### src/rtl/mem_addr_gen_pkg.sv
// Shared definitions for the memory-stage address generator: addressing modes,
// stack pointer index and index width helper.
package mem_addr_pkg;

    typedef enum logic [1:0] {
        MODE_DIRECT  = 2'b00,
        MODE_POSTINC = 2'b01,
        MODE_PREDEC  = 2'b10,
        MODE_DISP    = 2'b11
    } mode_e;

    localparam int SP_IDX = 0;

    // Keeps index ports at least one bit wide even for a single-pointer build.
    function automatic int idxWidth(input int n);
        return (n > 1) ? $clog2(n) : 1;
    endfunction

endpackage

### src/rtl/mem_addr_gen_if.sv
// Bundle of request, pointer load/readback and memory address handshake signals.
// The master side is the decode/memory environment, the slave side is mem_addr_gen.
interface mem_addr_gen_if
    import mem_addr_pkg::*;
#(
    parameter int ADDR_WIDTH = 16,
    parameter int NUM_PTRS   = 4,
    parameter int DISP_WIDTH = 6
);
    localparam int IDX_W = idxWidth(NUM_PTRS);

    logic                  req_valid;
    logic                  req_ready;
    logic [IDX_W-1:0]      req_sel;
    logic [1:0]            req_mode;
    logic [DISP_WIDTH-1:0] req_disp;
    logic                  ptr_wr_en;
    logic [IDX_W-1:0]      ptr_wr_idx;
    logic [ADDR_WIDTH-1:0] ptr_wr_data;
    logic [IDX_W-1:0]      ptr_rd_idx;
    logic [ADDR_WIDTH-1:0] ptr_rd_data;
    logic                  addr_valid;
    logic                  addr_ready;
    logic [ADDR_WIDTH-1:0] mem_addr;
    logic                  bounds_fault;

    modport master (
        output req_valid, req_sel, req_mode, req_disp,
        output ptr_wr_en, ptr_wr_idx, ptr_wr_data, ptr_rd_idx, addr_ready,
        input  req_ready, ptr_rd_data, addr_valid, mem_addr, bounds_fault
    );

    modport slave (
        input  req_valid, req_sel, req_mode, req_disp,
        input  ptr_wr_en, ptr_wr_idx, ptr_wr_data, ptr_rd_idx, addr_ready,
        output req_ready, ptr_rd_data, addr_valid, mem_addr, bounds_fault
    );

endinterface

### src/rtl/mem_addr_gen_ptr_file.sv
// Pointer register array: one update port, one external load port that wins on
// an index collision, and two combinational read ports.
module mem_ptr_file
    import mem_addr_pkg::*;
#(
    parameter int                    ADDR_WIDTH = 16,
    parameter int                    NUM_PTRS   = 4,
    parameter logic [ADDR_WIDTH-1:0] SP_RESET   = 16'hFFFF,
    parameter int                    IDX_W      = idxWidth(NUM_PTRS)
) (
    input  logic                  clock,
    input  logic                  reset_n,
    input  logic                  upd_en_i,
    input  logic [IDX_W-1:0]      upd_idx_i,
    input  logic [ADDR_WIDTH-1:0] upd_data_i,
    input  logic                  ld_en_i,
    input  logic [IDX_W-1:0]      ld_idx_i,
    input  logic [ADDR_WIDTH-1:0] ld_data_i,
    input  logic [IDX_W-1:0]      rd0_idx_i,
    output logic [ADDR_WIDTH-1:0] rd0_data_o,
    input  logic [IDX_W-1:0]      rd1_idx_i,
    output logic [ADDR_WIDTH-1:0] rd1_data_o
);

    logic [ADDR_WIDTH-1:0] ptr_q [NUM_PTRS];
    logic [ADDR_WIDTH-1:0] ptr_d [NUM_PTRS];

    // An external load to the same index overrides the mode-driven update.
    always_comb begin
        for (int i = 0; i < NUM_PTRS; i++) begin
            ptr_d[i] = ptr_q[i];
            if (ld_en_i && (ld_idx_i == IDX_W'(i))) begin
                ptr_d[i] = ld_data_i;
            end else if (upd_en_i && (upd_idx_i == IDX_W'(i))) begin
                ptr_d[i] = upd_data_i;
            end
        end
    end

    always_ff @(posedge clock or negedge reset_n) begin
        if (!reset_n) begin
            for (int i = 0; i < NUM_PTRS; i++) begin
                ptr_q[i] <= (i == SP_IDX) ? SP_RESET : '0;
            end
        end else begin
            for (int i = 0; i < NUM_PTRS; i++) begin
                ptr_q[i] <= ptr_d[i];
            end
        end
    end

    assign rd0_data_o = ptr_q[rd0_idx_i];
    assign rd1_data_o = ptr_q[rd1_idx_i];

endmodule

### src/rtl/mem_addr_gen.sv
// Memory-stage address generator with four addressing modes and a registered
// valid/ready address output. Optional stack bound check: MEM_ADDR_BOUNDS_CHK_EN.
module mem_addr_gen
    import mem_addr_pkg::*;
#(
    parameter int                    ADDR_WIDTH = 16,
    parameter int                    NUM_PTRS   = 4,
    parameter int                    DISP_WIDTH = 6,
    parameter logic [ADDR_WIDTH-1:0] SP_RESET   = 16'hFFFF
`ifdef MEM_ADDR_BOUNDS_CHK_EN
    ,
    parameter logic [ADDR_WIDTH-1:0] SP_LIMIT   = 16'h0100
`endif
) (
    input logic           clock,
    input logic           reset_n,
    mem_addr_gen_if.slave bus
);

    localparam int IDX_W = idxWidth(NUM_PTRS);
    localparam logic [ADDR_WIDTH-1:0] ONE = ADDR_WIDTH'(1);

    mode_e                 mode;
    logic                  reqReady;
    logic                  accept;
    logic                  updEn;
    logic [ADDR_WIDTH-1:0] selPtr;
    logic [ADDR_WIDTH-1:0] nextAddr;
    logic [ADDR_WIDTH-1:0] updValue;
    logic [ADDR_WIDTH-1:0] memAddr_q, memAddr_d;
    logic                  addrValid_q, addrValid_d;

    assign mode     = mode_e'(bus.req_mode);
    assign reqReady = !addrValid_q || bus.addr_ready;
    assign accept   = bus.req_valid && reqReady;

    mem_ptr_file #(
        .ADDR_WIDTH (ADDR_WIDTH),
        .NUM_PTRS   (NUM_PTRS),
        .SP_RESET   (SP_RESET),
        .IDX_W      (IDX_W)
    ) u_ptr_file (
        .clock      (clock),
        .reset_n    (reset_n),
        .upd_en_i   (updEn),
        .upd_idx_i  (bus.req_sel),
        .upd_data_i (updValue),
        .ld_en_i    (bus.ptr_wr_en),
        .ld_idx_i   (bus.ptr_wr_idx),
        .ld_data_i  (bus.ptr_wr_data),
        .rd0_idx_i  (bus.req_sel),
        .rd0_data_o (selPtr),
        .rd1_idx_i  (bus.ptr_rd_idx),
        .rd1_data_o (bus.ptr_rd_data)
    );

    // Address and write-back value per mode; wrap-around is plain modulo arithmetic.
    always_comb begin
        nextAddr = selPtr;
        updValue = selPtr;
        updEn    = 1'b0;
        case (mode)
            MODE_DIRECT: begin
                nextAddr = selPtr;
            end
            MODE_POSTINC: begin
                updValue = selPtr + ONE;
                updEn    = accept;
            end
            MODE_PREDEC: begin
                nextAddr = selPtr - ONE;
                updValue = selPtr - ONE;
                updEn    = accept;
            end
            MODE_DISP: begin
                nextAddr = selPtr + ADDR_WIDTH'(bus.req_disp);
            end
            default: begin
                nextAddr = selPtr;
            end
        endcase
    end

    always_comb begin
        memAddr_d   = memAddr_q;
        addrValid_d = addrValid_q;
        if (accept) begin
            memAddr_d   = nextAddr;
            addrValid_d = 1'b1;
        end else if (bus.addr_ready) begin
            addrValid_d = 1'b0;
        end
    end

    always_ff @(posedge clock or negedge reset_n) begin
        if (!reset_n) begin
            memAddr_q   <= '0;
            addrValid_q <= 1'b0;
        end else begin
            memAddr_q   <= memAddr_d;
            addrValid_q <= addrValid_d;
        end
    end

    assign bus.req_ready  = reqReady;
    assign bus.addr_valid = addrValid_q;
    assign bus.mem_addr   = memAddr_q;

`ifdef MEM_ADDR_BOUNDS_CHK_EN
    logic boundsFault_q, boundsFault_d;
    logic spAccess;

    // Stack underflow below the limit or overflow out of the top both latch the fault.
    assign spAccess = accept && (bus.req_sel == IDX_W'(SP_IDX));

    always_comb begin
        boundsFault_d = boundsFault_q;
        if (spAccess && (mode == MODE_PREDEC) && (nextAddr < SP_LIMIT)) begin
            boundsFault_d = 1'b1;
        end
        if (spAccess && (mode == MODE_POSTINC) && (selPtr == '1)) begin
            boundsFault_d = 1'b1;
        end
    end

    always_ff @(posedge clock or negedge reset_n) begin
        if (!reset_n) begin
            boundsFault_q <= 1'b0;
        end else begin
            boundsFault_q <= boundsFault_d;
        end
    end

    assign bus.bounds_fault = boundsFault_q;
`else
    assign bus.bounds_fault = 1'b0;
`endif

endmodule

### src/flat_wrapper.sv
// flat-port wrapper written by rule: the top's interface ports become plain ports
module mem_addr_gen_flat import mem_addr_pkg::*;
#(
    parameter int                    ADDR_WIDTH = 16,
    parameter int                    NUM_PTRS   = 4,
    parameter int                    DISP_WIDTH = 6,
    parameter logic [ADDR_WIDTH-1:0] SP_RESET   = 16'hFFFF

)
  (clock, reset_n, bus_req_valid, bus_req_sel, bus_req_mode, bus_req_disp, bus_ptr_wr_en, bus_ptr_wr_idx, bus_ptr_wr_data, bus_ptr_rd_idx, bus_addr_ready, bus_req_ready, bus_ptr_rd_data, bus_addr_valid, bus_mem_addr, bus_bounds_fault);
  mem_addr_gen_if #(.ADDR_WIDTH(ADDR_WIDTH), .NUM_PTRS(NUM_PTRS), .DISP_WIDTH(DISP_WIDTH)) bus_i ();
  input logic clock;
  input logic reset_n;
  input wire logic [$bits(bus_i.req_valid)-1:0] bus_req_valid;
  input wire logic [$bits(bus_i.req_sel)-1:0] bus_req_sel;
  input wire logic [$bits(bus_i.req_mode)-1:0] bus_req_mode;
  input wire logic [$bits(bus_i.req_disp)-1:0] bus_req_disp;
  input wire logic [$bits(bus_i.ptr_wr_en)-1:0] bus_ptr_wr_en;
  input wire logic [$bits(bus_i.ptr_wr_idx)-1:0] bus_ptr_wr_idx;
  input wire logic [$bits(bus_i.ptr_wr_data)-1:0] bus_ptr_wr_data;
  input wire logic [$bits(bus_i.ptr_rd_idx)-1:0] bus_ptr_rd_idx;
  input wire logic [$bits(bus_i.addr_ready)-1:0] bus_addr_ready;
  output wire logic [$bits(bus_i.req_ready)-1:0] bus_req_ready;
  output wire logic [$bits(bus_i.ptr_rd_data)-1:0] bus_ptr_rd_data;
  output wire logic [$bits(bus_i.addr_valid)-1:0] bus_addr_valid;
  output wire logic [$bits(bus_i.mem_addr)-1:0] bus_mem_addr;
  output wire logic [$bits(bus_i.bounds_fault)-1:0] bus_bounds_fault;
  assign bus_i.req_valid = bus_req_valid;
  assign bus_i.req_sel = bus_req_sel;
  assign bus_i.req_mode = bus_req_mode;
  assign bus_i.req_disp = bus_req_disp;
  assign bus_i.ptr_wr_en = bus_ptr_wr_en;
  assign bus_i.ptr_wr_idx = bus_ptr_wr_idx;
  assign bus_i.ptr_wr_data = bus_ptr_wr_data;
  assign bus_i.ptr_rd_idx = bus_ptr_rd_idx;
  assign bus_i.addr_ready = bus_addr_ready;
  assign bus_req_ready = bus_i.req_ready;
  assign bus_ptr_rd_data = bus_i.ptr_rd_data;
  assign bus_addr_valid = bus_i.addr_valid;
  assign bus_mem_addr = bus_i.mem_addr;
  assign bus_bounds_fault = bus_i.bounds_fault;
  mem_addr_gen #(.ADDR_WIDTH(ADDR_WIDTH), .NUM_PTRS(NUM_PTRS), .DISP_WIDTH(DISP_WIDTH), .SP_RESET(SP_RESET)) u_core (.clock(clock), .reset_n(reset_n), .bus(bus_i));
endmodule
### config.mk
export PLATFORM = sky130hd
export DESIGN_NAME = mem_addr_gen_flat
export DESIGN_NICKNAME = d
export VERILOG_FILES = /design/src/rtl/mem_addr_gen_pkg.sv /design/src/rtl/mem_addr_gen_if.sv /design/src/rtl/mem_addr_gen_ptr_file.sv /design/src/rtl/mem_addr_gen.sv /design/src/flat_wrapper.sv
export SDC_FILE = /design/constraint.sdc
export NUM_CORES = 1
export LEC_CHECK = 0
export BUFFER_PORTS_ARGS = -buffer_cell sky130_fd_sc_hd__buf_2
export CORE_UTILIZATION = 60
export DETAILED_ROUTE_END_ITERATION = 10
export HOLD_SLACK_MARGIN = 0.03
export PLACE_DENSITY_LB_ADDON = 0.1
export SETUP_SLACK_MARGIN = 0.02
export SYNTH_ARGS = -nofsm -noshare
export SYNTH_HDL_FRONTEND = slang
export SYNTH_SLANG_ARGS = --single-unit
### constraint.sdc
create_clock -name clock -period 3.4 [get_ports clock]
set_input_delay 0.51 -clock clock [delete_from_list [all_inputs] [get_ports clock]]
set_output_delay 0.51 -clock clock [all_outputs]
set_load 0.01 [all_outputs]
## Yosys cells after proc, flatten, opt, wreduce, memory -nomap -nowiden

Index checks and enable logic that the tools add are counted.

- Add/subtract/negate cells: 3
- Magnitude comparators: 2
- Equal/unequal tests: 9
- Mux-type cells: 19
- Bitwise gates (word level): 2
- Reductions and logical operators: 19

Operators by type and width:

| cell | count |
|---|---|
| 2-to-1 mux 16 bit | 12 |
| binary-select mux 16 bit (select 2 bit) | 2 |
| case mux 16 bit (2 select lines) | 2 |
| adder 16 x 1 -> 16 bit, second input constant | 1 |
| adder 16 x 6 -> 16 bit | 1 |
| subtractor 16 x 1 -> 16 bit, second input constant | 1 |
| equality test 2 bit, second input constant | 6 |
| nonzero test 2 bit | 5 |
| logical AND 1 bit | 9 |
| equality test 2 x 1 -> 1 bit, second input constant | 3 |
| >= comparator 3 bit, second input constant | 2 |
| inverter 2 -> 3 bit | 2 |
| logical NOT 2 bit | 2 |
| 2-to-1 mux 1 bit | 3 |
| OR reduction 2 bit | 1 |
| logical NOT 1 bit | 1 |
| logical OR 1 bit | 1 |

- Register bits: 81
- Output and inout port bits: 35
- Word-level logic and storage cells: 60

## Depth between registers and ports, before layout

- Word-level depth: 8
- Mapped depth: 10
- Mapped depth without buffers: 9

## Hierarchy

A second synthesis with hierarchy kept.

- Cells, all modules: 764
- Area total of the unflattened synthesis: 6,329.8 um2

Modules (own cells, without submodules):

| module | instances | cells each | area an instance (um2) | sequential area each (um2) |
|---|---|---|---|---|
| mem_ptr_file | 1 | 400 | 3,762.4 | 1,621.6 |
| mem_addr_gen | 1 | 364 | 2,567.5 | 425.4 |

## Least setup slack after synthesis

Ideal clock, no wire load.

- Path type: input-to-reg
- Start point: input bus_req_sel[0]
- End point: register u_core.memAddr_q[6] (netlist: u_core.bus.mem_addr[6])
- Arrival: 3.158 ns
- Path slack: 0.160 ns
- Cell stages on the path: 10
- Path through: buf_6 mux4_2 ha_1 fa_1 a211oi_1 o21bai_1 a21oi_1 nand2b_1 mux2_2 a31oi_1

- Word-level cells in the longest chain between the ends: 6

RTL lines:

| what | RTL line | RTL |
|---|---|---|
| start, declared | flat_wrapper.sv:15 | `input wire logic [$bits(bus_i.req_sel)-1:0] bus_req_sel;` |
| inverter 2 -> 3 bit (implied by the code) * | mem_addr_gen_ptr_file.sv:52 | `assign rd0_data_o = ptr_q[rd0_idx_i];` |
| binary-select mux 16 bit (select 2 bit) * | mem_addr_gen_ptr_file.sv:52 |  |
| 2-to-1 mux 16 bit (implied by the code) * (2 in series) | mem_addr_gen_ptr_file.sv:52 |  |
| adder 16 x 6 -> 16 bit / subtractor 16 x 1 -> 16 bit (equally long branches) | mem_addr_gen.sv:76, mem_addr_gen.sv:71 |  |
| case mux 16 bit (2 select lines) * | mem_addr_gen.sv:62 | `case (mode)` |
| end signal, assigned | mem_addr_gen.sv:100 | `memAddr_q <= memAddr_d;` |
| end, declared | mem_addr_gen.sv:30 | `logic [ADDR_WIDTH-1:0] memAddr_q, memAddr_d;` |

Every way passes the cells marked *; elsewhere a longest branch is shown, timed or not. The select of a mux whose other input is x is not followed.
A chain may end at the register's enable or synchronous reset.

## Worst setup path in the final report

- Start point: register u_core.u_ptr_file.ptr_q[0] in the netlist's numbering
- End point: register u_core.memAddr_q[6] (netlist: u_core.bus.mem_addr[6])

- Word-level cells in the longest chain between the ends: 5

RTL lines:

| what | RTL line | RTL |
|---|---|---|
| start, declared | mem_addr_gen_ptr_file.sv:25 | `logic [ADDR_WIDTH-1:0] ptr_q [NUM_PTRS];` |
| start signal, assigned by index | mem_addr_gen_ptr_file.sv:43 | `ptr_q[i] <= (i == SP_IDX) ? SP_RESET : '0;` |
| start signal, assigned by index | mem_addr_gen_ptr_file.sv:47 | `ptr_q[i] <= ptr_d[i];` |
| binary-select mux 16 bit (select 2 bit) * | mem_addr_gen_ptr_file.sv:52 |  |
| 2-to-1 mux 16 bit (implied by the code) * (2 in series) | mem_addr_gen_ptr_file.sv:52 |  |
| adder 16 x 6 -> 16 bit / subtractor 16 x 1 -> 16 bit (equally long branches) | mem_addr_gen.sv:76, mem_addr_gen.sv:71 |  |
| case mux 16 bit (2 select lines) * | mem_addr_gen.sv:62 |  |

Marked as above.

==> summary by stage <==
Finish
The diode insertion count for antenna repair is 0. Counting the fill cells in the layout gives 796. The net count of the finished layout is about 780.

The final instance area is between 6000 and 7000 µm². The layout-stage area growth over the synthesis result is 12.9%. The library cells used most frequently in the layout, excluding fill and tap cells, are sky130_fd_sc_hd__nand2_1 (78), sky130_fd_sc_hd__buf_2 (67), sky130_fd_sc_hd__dfrtp_1 (65), sky130_fd_sc_hd__o21ai_0 (59), sky130_fd_sc_hd__buf_4 (46). In the final layout, the share of cells above drive strength 1 is 0.289.

The final non-filler cell total is 870. The leading cell type in the layout, fill and taps excluded is sky130_fd_sc_hd__nand2_1.

Detailed routing
The overall via count from detail_route is 5909. In the final routed layout, each cell accounts on average for 21.8 µm. The first TritonRoute pass finished after 7 iterations. The ratio of routed vias to standard cells is around 6.8.

The initial detailed-routing violation count is between 600 and 700. After detailed routing, the total wire length is ~19 mm. The detail route stage leaves a number of antenna-violating nets equal to 0.

The count of unresolved DRC violations after routing is 0.

Pwr
Across the VDD grid, the largest voltage drop is roughly 0.0003 V. The power per cell area is between 500 and 600 nW/µm². For this design the static power due to leakage is approximately 2.8 nW. The design draws between 3 and 4 mW.

Worst setup path
The count of cells along the worst register-to-register path is 9. STA classifies the critical path endpoint as a flop. Along the worst path, the maximum fanout reaches 5.

For the worst setup path, the data arrival time is 3.40 ns. In this run the register-to-register setup slack is about 0.28 ns. The worst flop-to-flop path startpoint is u_core.u_ptr_file.ptr_q[0]. The capture point of the worst reg-to-reg path is u_core.bus.mem_addr[6]. The setup path with the least slack is of type reg -> reg. Data on the critical path is required at its endpoint by about 3.7 ns. The startpoint type of the worst setup path is a flop.

Timing
For the final routed database, the setup TNS stands at 0 ns. The worst setup skew after layout is around 0.010 ns. Setup repair after global routing left no endpoint under its margin. Headroom to the max-slew limit came out at 0.295. The post-route minimum period is between 3 and 4 ns. The final setup violation count is 0. Static timing analysis puts the maximum clock frequency at 320 MHz. The final-report max-slew violation count is 0. For the pin with the worst max-slew slack, the measured transition is 1.06 ns. The number of hold-slack violations in the final timing report was 0. Dividing the final minimum period by the clock period gives 0.919.

CTS
The total clock sinks is 81. Buffers inserted to repair hold after CTS numbered 0. The number of gates resized after CTS was 0. Clock tree synthesis inserted a total of 9 buffers.

Clock latency on the worst-skew pair, taken at its later pin, is roughly 0.36 ns. The clock-pin slew on the worst setup and hold paths is 0.09 ns. Counting along the longest clock path gives a buffer depth of 2.

TritonCTS built the clock tree. The number of H-tree branching levels is 3. Once the clock tree was built, the setup fixing pass inserted 0 buffers. The root buffer cell chosen for the clock tree is sky130_fd_sc_hd__clkbuf_8.

Floorplanning
The initial core utilization is 0.623. The core footprint is about 10000 µm². The die span in x is about 100 µm. The die is about 100 µm tall. The die area is ~11000 µm². The number of rows created at floorplan is 36. In this run the count of I/O pins placed on the die edge is 70.

Synth
The most common flop cell mapped by yosys is sky130_fd_sc_hd__dfrtp_1. The dominant cell type by area after synthesis is sky130_fd_sc_hd__dfrtp_1. Of the total synthesized cell area, the portion taken by XOR and XNOR cells is 0.0114. The complex-gate fraction of the synthesized area is 0.224. The number of nets in the synthesized netlist is between 700 and 800. The number of distinct library cells after synthesis is 68. The largest family of logic cells by synthesized area is compound AO/OA/AOI/OAI gates. Synthesis inferred between 80 and 90 register bits. The number of warnings issued by yosys is 0. The share of synthesized area in the top cell type comes to 0.265. By area the synthesized netlist is led by sky130_fd_sc_hd__dfrtp_1 (26%), sky130_fd_sc_hd__mux4_2 (12%), sky130_fd_sc_hd__dfstp_2 (6.8%). For this run, the register share of the synthesized area comes to 0.333. After synthesis, the share of cell area in mux cells is 0.157. The synthesized-area fraction occupied by and/or/nand/nor cells is 0.195. The number of instances in the synthesized netlist is ~670. The per-instance average area after synthesis is 9.23 µm². The cell area after synthesis is between 6000 and 7000 µm². The synthesized design contains 0 enable-type register cells. Of all flip-flops after synthesis, the portion carrying an async set or reset was 1.00. Of the total synthesized cell area, the portion taken by full adders, half adders and majority gates is 0.0256.

Global routing
Entering global routing, the biggest net connects 82 pins. The global routing usage summed across all routing layers is 0.376. The via count of the first global-routing pass is about 5800. The global-route wire length before repair is just under 30 mm. The number of antenna violations at the first check in global routing is 0. The overflow left after global routing is 0.

Run status
The run finished with clean final reports.

Flow run
The max-capacitance violation count is 0.

Placement
The cell count after placement is 854. The count of input and output buffers is 68. The wire-length estimate of the detail-placed layout is between 10 and 15 mm. The final weighted congestion in routability-driven placement is around 0.95. The placed standard-cell area is 6730 µm².

Min path
The worst min-delay path class is in -> async.
-- registers in the layout, indices dropped and copies added (netlist names) --
| name | count |
|---|---|
| u_core.bus.mem_addr | 16 |
| u_core.u_ptr_file.ptr_q | 64 |
| u_core.bus.addr_valid | 1 |
-- where the power goes --
part           total (mW)  switching (mW)  internal [mW]
clock               0.821           0.401          0.420
combinational        1.62           0.914          0.702
sequential           1.34           0.145           1.20
total                3.78            1.46           2.32
-- how the worst max path moves through the flow --
stage / slack, ns / cells past startpoint / to / from
finish: 0.28 / 9 / u_core.bus.mem_addr[6] / u_core.u_ptr_file.ptr_q[0]
global route: 0.03 / 9 / u_core.bus.mem_addr[6] / u_core.u_ptr_file.ptr_q[16]
CTS: 0.28 / 9 / u_core.bus.mem_addr[6] / u_core.u_ptr_file.ptr_q[0]
detailed placement: -0.002 / 11 / u_core.bus.mem_addr[7] / bus_req_sel[0]
global placement: 0.05 / 11 / u_core.bus.mem_addr[7] / bus_req_sel[0]
floorplan: 0.16 / 10 / u_core.bus.mem_addr[6] / bus_req_sel[0]
-- routing by layer --
metal,up-vias,GRT usage,part of all wire
met5,-,0,0
met4,0,0.147,0.018
met3,33,0.0813,0.10
met2,343,0.603,0.48
met1,2859,0.501,0.40
li1,2674,-,-
-- synth_stat cells, types with 5 or more instances --
cell type                  number
sky130_fd_sc_hd__buf_2          9
sky130_fd_sc_hd__mux2_2        11
sky130_fd_sc_hd__o211ai_1      32
sky130_fd_sc_hd__a221oi_1       6
sky130_fd_sc_hd__mux4_2        32
sky130_fd_sc_hd__o31a_1         7
sky130_fd_sc_hd__nand2_1       78
sky130_fd_sc_hd__nor4_1        11
sky130_fd_sc_hd__dfrtp_1       65
sky130_fd_sc_hd__nor2_1        42
sky130_fd_sc_hd__o21ai_0       59
sky130_fd_sc_hd__mux2i_1       12
sky130_fd_sc_hd__clkbuf_1      37
sky130_fd_sc_hd__dfstp_2       16
sky130_fd_sc_hd__a21o_1        16
sky130_fd_sc_hd__or3_1          7
sky130_fd_sc_hd__buf_1          5
sky130_fd_sc_hd__buf_6          5
sky130_fd_sc_hd__a21oi_1       32
sky130_fd_sc_hd__inv_1         11
sky130_fd_sc_hd__and3_1        10
sky130_fd_sc_hd__ha_1          11
sky130_fd_sc_hd__nand3_1       37
sky130_fd_sc_hd__a211oi_1       5
sky130_fd_sc_hd__nor3_1         6
sky130_fd_sc_hd__a31oi_1       22
sky130_fd_sc_hd__xnor2_1        6
-- area by class of cell --
class                   instances  area (µm²)  share of cell area
clock buffers                  10         128              0.0184
clock inverters                 6        90.1              0.0130
inverters                      12        45.0             0.00649
multi-input cells             515        3790               0.545
flip-flops and latches         81        2050               0.295
well taps                     133         166              0.0240
repair buffers                113         681              0.0980
-- kinds of logic after synthesis --
group                    Yosys count
AND/OR/NAND/NOR                  231
adder cells (fa/ha/maj)           12
AO/OA/AOI/OAI                    208
XOR/XNOR                           8
buffers and inverters             70
flip-flops                        81
other                              1
multiplexers                      55
-- per-stage QoR --
stage,hold WS [ns],utilization,worst slack (ns)
2_1_floorplan,0.214,-,0.160
3_3_place_gp,0.456,0.682,0.0505
3_5_place_dp,0.465,0.682,-0.00178
4_1_cts,0.351,0.704,0.276
5_1_grt,0.393,0.704,0.0324
6_report,0.299,0.704,0.276
-- critical path: stages, from the launching register on --
cell,delay (ns)
sky130_fd_sc_hd__dfrtp_1,0.41
sky130_fd_sc_hd__mux4_2,0.54
sky130_fd_sc_hd__ha_1,0.24
sky130_fd_sc_hd__fa_1,0.40
sky130_fd_sc_hd__a211oi_1,0.27
sky130_fd_sc_hd__o21bai_1,0.12
sky130_fd_sc_hd__a21oi_1,0.37
sky130_fd_sc_hd__nand2b_1,0.20
sky130_fd_sc_hd__mux2_2,0.34
sky130_fd_sc_hd__a31oi_1,0.17
(Power assumes the default switching activity.)
